### config.mk
export PLATFORM = sky130hd
export DESIGN_NAME = seg7_scan_decoder
export DESIGN_NICKNAME = d
export VERILOG_FILES = /design/src/rtl/seg7_pkg.sv /design/src/rtl/seg7_pattern_decode.sv /design/src/rtl/seg7_scan_decoder.sv
export SDC_FILE = /design/constraint.sdc
export NUM_CORES = 1
export LEC_CHECK = 0
export ABC_CLOCK_PERIOD_IN_PS = 3600
export BUFFER_PORTS_ARGS = -buffer_cell sky130_fd_sc_hd__buf_4
export CAP_MARGIN = 20
export CORE_MARGIN = 2
export CORE_UTILIZATION = 55
export CTS_CLUSTER_SIZE = 28
export DETAILED_ROUTE_END_ITERATION = 10
export GPL_ROUTABILITY_DRIVEN = 0
export PLACE_DENSITY = 0.82
export SYNTH_ARGS = -nofsm -noshare
export SYNTH_HDL_FRONTEND = slang
export SYNTH_SLANG_ARGS = --single-unit
export TNS_END_PERCENT = 100
### constraint.sdc
create_clock -name clk -period 3.6 [get_ports clk]
set_input_delay 0.18 -clock clk [delete_from_list [all_inputs] [get_ports clk]]
set_output_delay 0.18 -clock clk [all_outputs]
set_load 0.02 [all_outputs]
### src/rtl/seg7_pkg.sv
// Shared constants, FSM state type and segment-pattern decode for the
// scanned 7-segment display receiver.
package seg7_pkg;

    localparam logic [6:0] SEG_A = 7'h01;
    localparam logic [6:0] SEG_B = 7'h02;
    localparam logic [6:0] SEG_C = 7'h04;
    localparam logic [6:0] SEG_D = 7'h08;
    localparam logic [6:0] SEG_E = 7'h10;
    localparam logic [6:0] SEG_F = 7'h20;
    localparam logic [6:0] SEG_G = 7'h40;

    localparam logic [6:0] PAT_0 = SEG_A | SEG_B | SEG_C | SEG_D | SEG_E | SEG_F;
    localparam logic [6:0] PAT_1 = SEG_B | SEG_C;
    localparam logic [6:0] PAT_2 = SEG_A | SEG_B | SEG_D | SEG_E | SEG_G;
    localparam logic [6:0] PAT_3 = SEG_A | SEG_B | SEG_C | SEG_D | SEG_G;
    localparam logic [6:0] PAT_4 = SEG_B | SEG_C | SEG_F | SEG_G;
    localparam logic [6:0] PAT_5 = SEG_A | SEG_C | SEG_D | SEG_F | SEG_G;
    localparam logic [6:0] PAT_6 = SEG_A | SEG_C | SEG_D | SEG_E | SEG_F | SEG_G;
    localparam logic [6:0] PAT_7 = SEG_A | SEG_B | SEG_C;
    localparam logic [6:0] PAT_8 = SEG_A | SEG_B | SEG_C | SEG_D | SEG_E | SEG_F | SEG_G;
    localparam logic [6:0] PAT_9 = SEG_A | SEG_B | SEG_C | SEG_D | SEG_F | SEG_G;

    localparam logic [3:0] BLANK   = 4'hF;
    localparam logic [3:0] INVALID = 4'hE;

    typedef enum logic [1:0] {HUNT, SETTLE, WAIT_NEXT} scan_state_t;

    function automatic logic [3:0] seg7_decode(input logic [6:0] pat);
        logic [3:0] code;
        case (pat)
            PAT_0:   code = 4'd0;
            PAT_1:   code = 4'd1;
            PAT_2:   code = 4'd2;
            PAT_3:   code = 4'd3;
            PAT_4:   code = 4'd4;
            PAT_5:   code = 4'd5;
            PAT_6:   code = 4'd6;
            PAT_7:   code = 4'd7;
            PAT_8:   code = 4'd8;
            PAT_9:   code = 4'd9;
            7'h00:   code = BLANK;
            default: code = INVALID;
        endcase
        return code;
    endfunction

endpackage

### src/rtl/seg7_pattern_decode.sv
// Combinational 7-segment pattern to 4-bit digit code, with invalid flag.
module seg7_pattern_decode
    import seg7_pkg::*;
(
    input  logic [6:0] pattern,
    output logic [3:0] code,
    output logic       invalid
);
    assign code    = seg7_decode(pattern);
    assign invalid = (code == INVALID);
endmodule

### src/rtl/seg7_scan_decoder.sv
// Snoops a scanned 7-segment bus, rebuilds whole frames of digit codes and
// publishes a frame once it has repeated STABLE_FRAMES times.
module seg7_scan_decoder
    import seg7_pkg::*;
#(
    parameter int NUM_DIGITS    = 4,
    parameter int SETTLE_CYCLES = 8,
    parameter int STABLE_FRAMES = 2
) (
    input  logic                    clk,
    input  logic                    rst,
    input  logic [6:0]              seg_in,
    input  logic [NUM_DIGITS-1:0]   dig_sel_in,
    output logic [4*NUM_DIGITS-1:0] value_o,
    output logic                    valid_o,
    input  logic                    ready_in,
    output logic                    err_o,
    output logic                    drop_o
);
    localparam int IDX_W = (NUM_DIGITS > 1) ? $clog2(NUM_DIGITS) : 1;

    logic [6:0]            seg_meta, seg_sync;
    logic [NUM_DIGITS-1:0] sel_meta, sel_sync;

    always_ff @(posedge clk) begin
        if (rst) begin
            seg_meta <= '0;
            seg_sync <= '0;
            sel_meta <= '0;
            sel_sync <= '0;
        end else begin
            seg_meta <= seg_in;
            seg_sync <= seg_meta;
            sel_meta <= dig_sel_in;
            sel_sync <= sel_meta;
        end
    end

    logic             sel_gap, sel_one, sel_ill;
    logic [IDX_W-1:0] sel_idx;

    always_comb begin
        sel_gap = (sel_sync == '0);
        sel_one = !sel_gap && ((sel_sync & (sel_sync - NUM_DIGITS'(1))) == '0);
        sel_ill = !sel_gap && !sel_one;
        sel_idx = '0;
        for (int i = 0; i < NUM_DIGITS; i++)
            if (sel_sync[i]) sel_idx = IDX_W'(i);
    end

    logic [3:0] dec_code;
    logic       dec_invalid;

    seg7_pattern_decode u_dec (
        .pattern (seg_sync),
        .code    (dec_code),
        .invalid (dec_invalid)
    );

    scan_state_t                state, state_n;
    logic [IDX_W-1:0]           cur_idx;
    logic [IDX_W:0]             k_plus1;
    logic [7:0]                 settle_cnt;
    logic [6:0]                 seg_ref;
    logic                       gap_seen, frame_bad, published;
    logic [NUM_DIGITS-1:0]      captured;
    logic [NUM_DIGITS-1:0][3:0] frame, prev_frame;
    logic [3:0]                 match_cnt, match_n;
    logic go_settle, cnt_clr, cnt_inc, capture, abort, complete, new_idx, next_ok, publish;

    always_comb begin
        state_n   = state;
        go_settle = 1'b0;
        cnt_clr   = 1'b0;
        cnt_inc   = 1'b0;
        capture   = 1'b0;
        abort     = 1'b0;
        complete  = 1'b0;
        new_idx   = 1'b0;
        k_plus1   = {1'b0, cur_idx} + (IDX_W+1)'(1);
        next_ok   = (k_plus1 == {1'b0, sel_idx});
        case (state)
            HUNT: begin
                if (sel_one && sel_idx == '0) begin
                    state_n   = SETTLE;
                    go_settle = 1'b1;
                end
            end
            SETTLE: begin
                // gaps neither count nor restart the settle window
                if (sel_ill) abort = 1'b1;
                else if (sel_one && sel_idx != cur_idx) new_idx = 1'b1;
                else if (sel_one) begin
                    if (seg_sync != seg_ref) cnt_clr = 1'b1;
                    else if (settle_cnt == 8'(SETTLE_CYCLES - 1)) begin
                        capture = 1'b1;
                        state_n = WAIT_NEXT;
                    end else cnt_inc = 1'b1;
                end
            end
            WAIT_NEXT: begin
                // same index only counts as new after an intervening gap
                if (sel_ill) abort = 1'b1;
                else if (sel_one && (sel_idx != cur_idx || gap_seen)) new_idx = 1'b1;
            end
            default: state_n = HUNT;
        endcase
        if (new_idx) begin
            if (next_ok) begin
                go_settle = 1'b1;
                state_n   = SETTLE;
            end else if (sel_idx == '0 && (&captured)) begin
                complete  = 1'b1;
                go_settle = 1'b1;
                state_n   = SETTLE;
            end else abort = 1'b1;
        end
        if (abort) state_n = HUNT;
    end

    always_comb begin
        if (frame != prev_frame) match_n = 4'd1;
        else if (match_cnt >= 4'(STABLE_FRAMES)) match_n = 4'(STABLE_FRAMES);
        else match_n = match_cnt + 4'd1;
        publish = complete && !frame_bad && (match_n == 4'(STABLE_FRAMES)) &&
                  (!published || frame != value_o);
    end

    always_ff @(posedge clk) begin
        if (rst) begin
            state      <= HUNT;
            cur_idx    <= '0;
            settle_cnt <= '0;
            seg_ref    <= '0;
            gap_seen   <= 1'b0;
            captured   <= '0;
            frame      <= '0;
            frame_bad  <= 1'b0;
            prev_frame <= '0;
            match_cnt  <= '0;
            published  <= 1'b0;
            value_o    <= '0;
            valid_o    <= 1'b0;
            err_o      <= 1'b0;
            drop_o     <= 1'b0;
        end else begin
            state <= state_n;
            if (go_settle) begin
                cur_idx    <= sel_idx;
                settle_cnt <= '0;
                seg_ref    <= seg_sync;
            end else if (cnt_clr) begin
                settle_cnt <= '0;
                seg_ref    <= seg_sync;
            end else if (cnt_inc) settle_cnt <= settle_cnt + 8'd1;

            if (capture) begin
                frame[cur_idx]    <= dec_code;
                captured[cur_idx] <= 1'b1;
                frame_bad         <= frame_bad | dec_invalid;
                gap_seen          <= 1'b0;
            end else if (state == WAIT_NEXT && sel_gap) gap_seen <= 1'b1;

            if (abort || complete) begin
                captured  <= '0;
                frame_bad <= 1'b0;
            end

            if (complete) begin
                if (frame_bad) match_cnt <= '0;
                else begin
                    match_cnt  <= match_n;
                    prev_frame <= frame;
                end
            end

            err_o  <= abort || (complete && frame_bad);
            drop_o <= publish && valid_o && !ready_in;
            if (publish) begin
                value_o   <= frame;
                valid_o   <= 1'b1;
                published <= 1'b1;
            end else if (valid_o && ready_in) valid_o <= 1'b0;
        end
    end

endmodule

==> results.md, run 1 <==
* Pleak at 2.15 nW
* Number of cell rows at 35
* DRC viols at 0
* Final period utilization at 0.901
* Clk slew on worst S/H paths at 0.09 ns
* CP max stage cell: a221oi_2
* Worst-path cell chain: inv_1 -> ha_1 -> nor4b_1 -> a31oi_1 -> a221oi_2 -> o21ai_0 -> o21ai_1 -> nor3_1
* Flop pwr share at 0.561
* Synth top area share at 0.405
* Slew Limit Fails at 0
* Critical path class: reg2reg
* Clk network pwr share at 0.387
* Port Buffers at 32
* Worst clock skew at 0.0143 ns
* Post_cts resized at 0
* Clk sink count at 103
* Synth-to-Final Area Change at 9.64%
* Slew @ Worst Pin at 0.709 ns
* Antenna violations before repair at 0
* Largest net degree at the start of global routing at 68
* CTS Buf Count at 9
* Final ANT Viol Nets at 0
* Initial DRC Count at 261
* Wirelength per Cell at 14.9 um
* Final Hold Vio Count at 0
* Setup crit start kind: flip-flop
* Synth area leaders: dfxtp_1, mux2i_1, xnor2_1
* Post-Synthesis Cell Area at 0.00509 mm^2
* Pwr per Cell Area at 373 mW/mm^2
* Power Total at 2.08 mW
* HPWL after detailed placement at 7370 um
* Syn Nets at 591
* Core area at 0.00911 mm^2
* CP Max Fanout at 13
* First-pass GRT wire length at 17900 um
* Fmax at 308 MHz
* Number of max-cap violations at 0
* 1st-pass router iterations at 7
* Required time worst endpoint at 3.82 ns
* Max H-tree Level at 3
* Hold buffer count at CTS at 0
* Max clock buf depth at 2
* Seq/Total Area, Yosys at 0.405
* WP data arrival at 3.47 ns
* Post-synth top flop: dfxtp_1
* Yosys Warn Count at 0
* Synth cell types at 63
* Layout cell share with drive strength beyond 1 at 0.115
* Status: complete, no violations
* Final setup TNS at 0 ns
* Avg Cell Area, Syn at 8.99 um^2
* Post-Place Worst Slack at 0.454 ns
* Via total after detailed routing at 4025
* RSZ-0062 raised after global routing: no
* EDFF count, synth at 0
* Clock Latency Late Sink at 0.37 ns
* Final WS setup at 0.357 ns
* Number of diodes at 0
* CTS tree: built
* Delay of the slowest cell on the worst path at 0.66 ns
* Synth area leader: dfxtp_1
* Minimum clock period at 3.24 ns
* Most common cell in the netlist: dfxtp_1
* Die area at 0.0100 mm^2
* Clk root buf: clkbuf_8
* Commonest cells in the netlist: dfxtp_1, nand2_1, nand2b_1, mux2i_1
* Setup Fix Bufs, Post-CTS at 0
* Die width at 100 um
* Final setup viols at 0
* Vias in the first global route at 3873
* Sw Share at 0.232
* Tot GR Track Use at 0.218
* Crit. End Element: flip-flop
* Starting Density at 0.559
* #FFs+latches synth at 103
* Gr ovfl total at 0
* Gate count of the mapped netlist at 566
* Top Ports at 33
* Final nets at 605
* Vias/cell at 5.78
* Peak supply drop at 0.000290 V
* Ys async rst share at 0
* Max_slew headroom at 0.527
* Combinational share of power at 0.052
* Class of the worst hold path: in2reg
* Sw power at 0.482 mW
* Internal power at 1.60 mW
* Routed WL at 10400 um
* Die height at 100 um
[path summary, 6_finish.rpt]
kind / cells past startpoint / slack (ns) / start / endpoint
worst min register to register: 2 / 0.43 / match_cnt[3]$_SDFFE_PP0N_ / match_cnt[3]$_SDFFE_PP0N_
worst max-delay path: 8 / 0.36 / cur_idx[0]$_SDFFE_PP0P_ / settle_cnt[4]$_SDFFE_PP0P_
worst max register to register: 8 / 0.36 / cur_idx[0]$_SDFFE_PP0P_ / settle_cnt[4]$_SDFFE_PP0P_
worst min-delay path: 2 / 0.02 / dig_sel_in[2] / sel_meta[2]$_SDFF_PP0_
[state kept, by name (all words and copies together) (netlist names), 7 cells and up]
name	cells
frame	16
prev_frame	16
value_o	16
settle_cnt	8
seg_meta	7
seg_ref	7
seg_sync	7
[cells by family (layout without fill, tap and decap cells)]
group                    count (synthesis)  count (layout)  share of synthesized area
buffers and inverters                   51              70                     0.0450
flip-flops                             103             103                      0.405
AND/OR/NAND/NOR                        231             231                      0.251
AO/OA/AOI/OAI                           85              85                      0.116
XOR/XNOR                                47              47                     0.0809
adder cells (fa/ha/maj)                 12              12                     0.0290
multiplexers                            37              37                     0.0728
[per-layer routing]
metal | track usage | up-vias | wire length (um)
met5 | 0 | - | 0
met3 | 0.0529 | 17 | 482
met2 | 0.369 | 111 | 5030
met4 | 0.0601 | 0 | 150
li1 | - | 1997 | -
met1 | 0.278 | 1900 | 4720
[power by group through the flow]
stage | registers, mW | clock network, mW | logic (mW)
6_report | 1.17 | 0.805 | 0.109
5_1_grt | 1.17 | 0.878 | 0.119
4_1_cts | 1.17 | 0.824 | 0.108
3_5_place_dp | 1.19 | 0 | 0.107
3_3_place_gp | 1.19 | 0 | 0.104
2_1_floorplan | 1.18 | 0 | 0.0940
[through the flow]
stage / util / area [um^2] / hold slack (ns) / cells
finish: 0.613 / 5580 / 0.0219 / 696
global route: 0.613 / 5580 / 0.00123 / 696
CTS: 0.613 / 5580 / 0.00654 / 696
detailed placement: 0.588 / 5350 / 0.394 / 680
global placement: 0.588 / 5350 / 0.390 / 680
floorplan: - / 5090 / 0.308 / 566
[placed cells by master (no fill, tap or decap), types with 3 or more instances in the layout]
cell       Yosys  routed
buf_4          3      40
nand2_1       49      49
and3_1         4       4
nand2b_1      39      39
o2111ai_1      3       3
mux2i_1       37      37
inv_1         14      14
clkbuf_8       0       9
or3_1          5       5
nor2b_1       24      24
nor3_1        22      22
o31ai_1        8       8
a31oi_1        6       6
nor4b_1        4       4
and3b_1        3       3
nand4_1       14      14
ha_1          11      11
a21boi_0       5       5
nor2_1        25      25
a21oi_1       32      32
nand3_1       16      16
nor4_1         8       8
xnor2_1       32      32
o21ai_0        5       5
xor2_1        15      15
dfxtp_1      103     103
nand3_2        3       3
and2_1         3       3
[worst max-delay path: cells and delay by family, from the launching register on]
kind	cells	cell delay, ns
buffers and inverters	1	0.15
flip-flops	1	0.58
AND/OR/NAND/NOR	2	0.41
AO/OA/AOI/OAI	4	1.59
adder cells (fa/ha/maj)	1	0.36
[cell type report]
type / instances / area [um^2]
multi-input combinational: 412 / 2800
fill: 736 / 3530
clock inverter: 7 / 104
sequential: 103 / 2060
clock buffer: 9 / 124
tap: 111 / 139
inverter: 14 / 52.6
timing repair buffer: 40 / 300
Power figures use the tool's default switching activity.
==> run 2: changes to the inputs <==
Settings changed: ABC_AREA set to 1, BUFFER_PORTS_ARGS -buffer_cell sky130_fd_sc_hd__buf_4 to not set, DONT_BUFFER_PORTS set to 1, PLACE_DENSITY 0.82 to 0.79.
==> run 2 against run 1 <==
Compared with the run above: setup slack better by 0.70 ns; synthesized cell count increased by 25%; core utilization decreased by 0.24 points; critical path type unchanged; combinational power is 17% higher; count of clock-buffer cells in the layout did not move; final cell count up 18%; clock skew rose by 0.0020 ns; sequential power barely moved.
==> results.md, run 2 <==
* Critical path class: reg2reg (unchanged)
* Post-Synth Adder-Cell Area at 0.0280 (was 0.0290)
* Top Ports at 33 (unchanged)
* Routed WL at 10300 um (was 10400 um)
* CTS Buf Count at 9 (unchanged)
* Largest regs: frame x16, prev_frame x16, value_o x16 (unchanged)
* Max H-tree Level at 3 (unchanged)
* Most common cell after layout, fill and taps aside: nand2_1 (was dfxtp_1)
* Worst-path cell chain: inv_1 -> ha_1 -> inv_1 -> nand2_1 -> nand3_1 -> nor2_1 -> nor2_2 -> nand3_4 -> nor2_8 -> nand3_4 -> nand2_1 -> nand2_1 -> nor2_1 (was inv_1 -> ha_1 -> nor4b_1 -> a31oi_1 -> a221oi_2 -> o21ai_0 -> o21ai_1 -> nor3_1)
* Number of diodes at 0 (unchanged)
* Final Hold Vio Count at 0 (unchanged)
* Class of the worst hold path: in2reg (unchanged)
* Post-Place Worst Slack at 1.09 ns (was 0.454 ns)
* Seq/Total Area, Yosys at 0.419 (was 0.405)
* Setup crit start kind: flip-flop (unchanged)
* Required time worst endpoint at 3.91 ns (was 3.82 ns)
* Compound-gate portion of the synthesized area at 0.0950 (was 0.116)
* Tot GR Track Use at 0.220 (was 0.218)
* Die area at 0.00972 mm^2 (was 0.0100 mm^2)
* Largest family of logic cells by synthesized area: simple AND/OR/NAND/NOR gates (unchanged)
* Antenna violations before repair at 0 (unchanged)
* Setup Fix Bufs, Post-CTS at 0 (unchanged)
* Post_cts resized at 0 (unchanged)
* Clk slew on worst S/H paths at 0.11 ns (was 0.09 ns)
* Synth area leader: dfxtp_1 (unchanged)
* Syn Nets at 732 (was 591)
* CP Max Fanout at 37 (was 13)
* Pwr per Cell Area at 396 mW/mm^2 (was 373 mW/mm^2)
* Clk root buf: clkbuf_8 (unchanged)
* Worst clock skew at 0.0163 ns (was 0.0143 ns)
* Commonest cells in the netlist: nand2_1, inv_1, dfxtp_1, nor2_1, a21oi_1 (was dfxtp_1, nand2_1, nand2b_1, mux2i_1)
* Worst r2r src: cur_idx[0]$_SDFFE_PP0P_ (unchanged)
* First-pass GRT wire length at 17700 um (was 17900 um)
* Final setup TNS at 0 ns (unchanged)
* #FFs+latches synth at 103 (unchanged)
* CTS tree: built (unchanged)
* Max_slew headroom at 0.403 (was 0.527)
* Die height at 98.6 um (was 100 um)
* Core area at 0.00872 mm^2 (was 0.00911 mm^2)
* Final nets at 735 (was 605)
* Via total after detailed routing at 4216 (was 4025)
* Crit. End Element: flip-flop (unchanged)
* CP max stage cell: dfxtp_1 (was a221oi_2)
* Post-synth top flop: dfxtp_1 (unchanged)
* RSZ-0062 raised after global routing: no (unchanged)
* DRC viols at 0 (unchanged)
* Crit path launch: cur_idx[0]$_SDFFE_PP0P_ (unchanged)
* Starting Density at 0.565 (was 0.559)
* Synth-to-Final Area Change at 8.08% (was 9.64%)
* Initial DRC Count at 188 (was 261)
* Slew Limit Fails at 0 (unchanged)
* Number of cell rows at 34 (was 35)
* Delay of the slowest cell on the worst path at 0.40 ns (was 0.66 ns)
* WP data arrival at 2.85 ns (was 3.47 ns)
* Pleak at 2.56 nW (was 2.15 nW)
* Final WS setup at 1.05 ns (was 0.357 ns)
* Ys async rst share at 0 (unchanged)
* Status: complete, no violations (unchanged)
* Final ANT Viol Nets at 0 (unchanged)
* Largest net degree at the start of global routing at 42 (was 68)
* Gr ovfl total at 0 (unchanged)
* Vias in the first global route at 4029 (was 3873)
* Worst R2R Path Depth at 13 (was 8)
* Clock Latency Late Sink at 0.37 ns (about the same)
* Vias/cell at 5.12 (was 5.78)
* Fillcell total at 801 (was 736)
* Reg2reg setup slack at 1.05 ns (was 0.36 ns)
* Avg Cell Area, Syn at 6.96 um^2 (was 8.99 um^2)
* 1st-pass router iterations at 4 (was 7)
* Die width at 98.6 um (was 100 um)
* Post-Synthesis Cell Area at 0.00492 mm^2 (was 0.00509 mm^2)
* Final setup viols at 0 (unchanged)
* HPWL after detailed placement at 7300 um (was 7370 um)
* Critical path capture point: value_o[5]$_SDFFE_PP0P_ (was settle_cnt[4]$_SDFFE_PP0P_)
* Slew @ Worst Pin at 0.895 ns (was 0.709 ns)
* Synth area leaders: dfxtp_1, nand2_1, inv_1 (was dfxtp_1, mux2i_1, xnor2_1)
* Synth top area share at 0.419 (was 0.405)
* Most common cell in the netlist: nand2_1 (was dfxtp_1)
* Post-synthesis mux area share at 0 (was 0.0728)
* Max clock buf depth at 2 (unchanged)
* EDFF count, synth at 0 (unchanged)
* Peak supply drop at 0.000241 V (was 0.000290 V)
* Fmax at 393 MHz (was 308 MHz)
* Most frequent cells in the layout: nand2_1, inv_1, dfxtp_1 (was dfxtp_1, nand2_1, buf_4)
* Final period utilization at 0.707 (was 0.901)
* Clk sink count at 103 (unchanged)
* Yosys Warn Count at 0 (unchanged)
* Layout cell share with drive strength beyond 1 at 0.0448 (was 0.115)
* FF-to-FF End: value_o[5]$_SDFFE_PP0P_ (was settle_cnt[4]$_SDFFE_PP0P_)
* Hold buffer count at CTS at 13 (was 0)
* Synth cell types at 30 (was 63)
* Wirelength per Cell at 12.5 um (was 14.9 um)
* Xor/xnor share of the synthesized area at 0.0534 (was 0.0809)
* Top cell by count, worst path: nand2_1
* Gate count of the mapped netlist at 707 (was 566)
* Port Buffers at 0 (was 32)
* Minimum clock period at 2.55 ns (was 3.24 ns)
* Number of max-cap violations at 0 (unchanged)
* Simple-Gate Fraction of Synth Area at 0.297 (was 0.251)
run 2: cell types whose count changed after synthesis, moves of 9 or more:
cell	change
nand2_1	+117
inv_1	+96
nor2_1	+74
nand2b_1	-39
mux2i_1	-37
xnor2_1	-26
a21oi_1	+25
nor2b_1	-24
nand3_1	+18
o21ai_0	+18
nor3_1	-12
clkbuf_1	-11
xor2_1	+9
run 2: layout make-up:
type / count / area, um^2 / share of cell area
clock inverter: 7 / 104 / 0.0195
tap: 108 / 135 / 0.0254
timing repair buffer: 14 / 148 / 0.0277
inverter: 112 / 420 / 0.0790
sequential: 103 / 2060 / 0.387
clock buffer: 9 / 124 / 0.0233
multi-input combinational: 470 / 2330 / 0.438
run 2: layer usage:
metal | up-vias | global-route usage | wire length, um
met1 | 1875 | 0.267 | 4580
li1 | 2198 | - | -
met2 | 119 | 0.370 | 4870
met3 | 24 | 0.0504 | 493
met5 | - | 0 | 0
met4 | 0 | 0.102 | 310
run 2: logic make-up after synthesis:
family                     count (synthesis)
adders and majority gates                 11
buffers and inverters                    134
DFF                                      103
and+or+nand+nor                          339
AOI/OAI and AO/OA                         90
xor gates and xnor gates                  30
run 2: metrics by stage:
| stage | utilization | cell area [um^2] | hold slack [ns] | instances | total power [mW] |
|---|---|---|---|---|---|
| after floorplan | - | 4920 | 0.287 | 707 | 1.28 |
| after global placement | 0.568 | 4950 | 0.254 | 794 | 1.29 |
| after detailed placement | 0.568 | 4950 | 0.257 | 794 | 1.30 |
| after CTS | 0.610 | 5320 | 0.0922 | 823 | 2.12 |
| after global routing | 0.610 | 5320 | 0.104 | 823 | 2.19 |
| final | 0.610 | 5320 | 0.0976 | 823 | 2.11 |
run 2: how the worst min path moves through the flow:
| stage | start | to | slack [ns] | cells past startpoint |
|---|---|---|---|---|
| finish | rst | frame[10]$_SDFFE_PP0P_ | 0.1 | 2 |
| global placement | rst | seg_ref[0]$_SDFFE_PP0P_ | 0.25 | 1 |
| global route | rst | seg_meta[6]$_SDFF_PP0_ | 0.10 | 2 |
| floorplan | seg_in[0] | seg_meta[0]$_SDFF_PP0_ | 0.29 | 2 |
| CTS | rst | frame[10]$_SDFFE_PP0P_ | 0.09 | 2 |
| detailed placement | rst | seg_meta[6]$_SDFF_PP0_ | 0.26 | 1 |
run 2: power by group:
group / switching, mW / leakage, nW / total [mW] / internal (mW)
logic: 0.0849 / 1.62 / 0.127 / 0.0425
registers: 0.0124 / 0.834 / 1.17 / 1.15
clock network: 0.414 / 0.108 / 0.814 / 0.400
total: 0.511 / 2.56 / 2.11 / 1.60
run 2: worst max-delay path: cells and delay by family (launching register included):
family,cells,cell delay [ns]
buffers and inverters,2,0.17
flip-flops,1,0.40
AND/OR/NAND/NOR,10,1.59
adder cells (fa/ha/maj),1,0.33
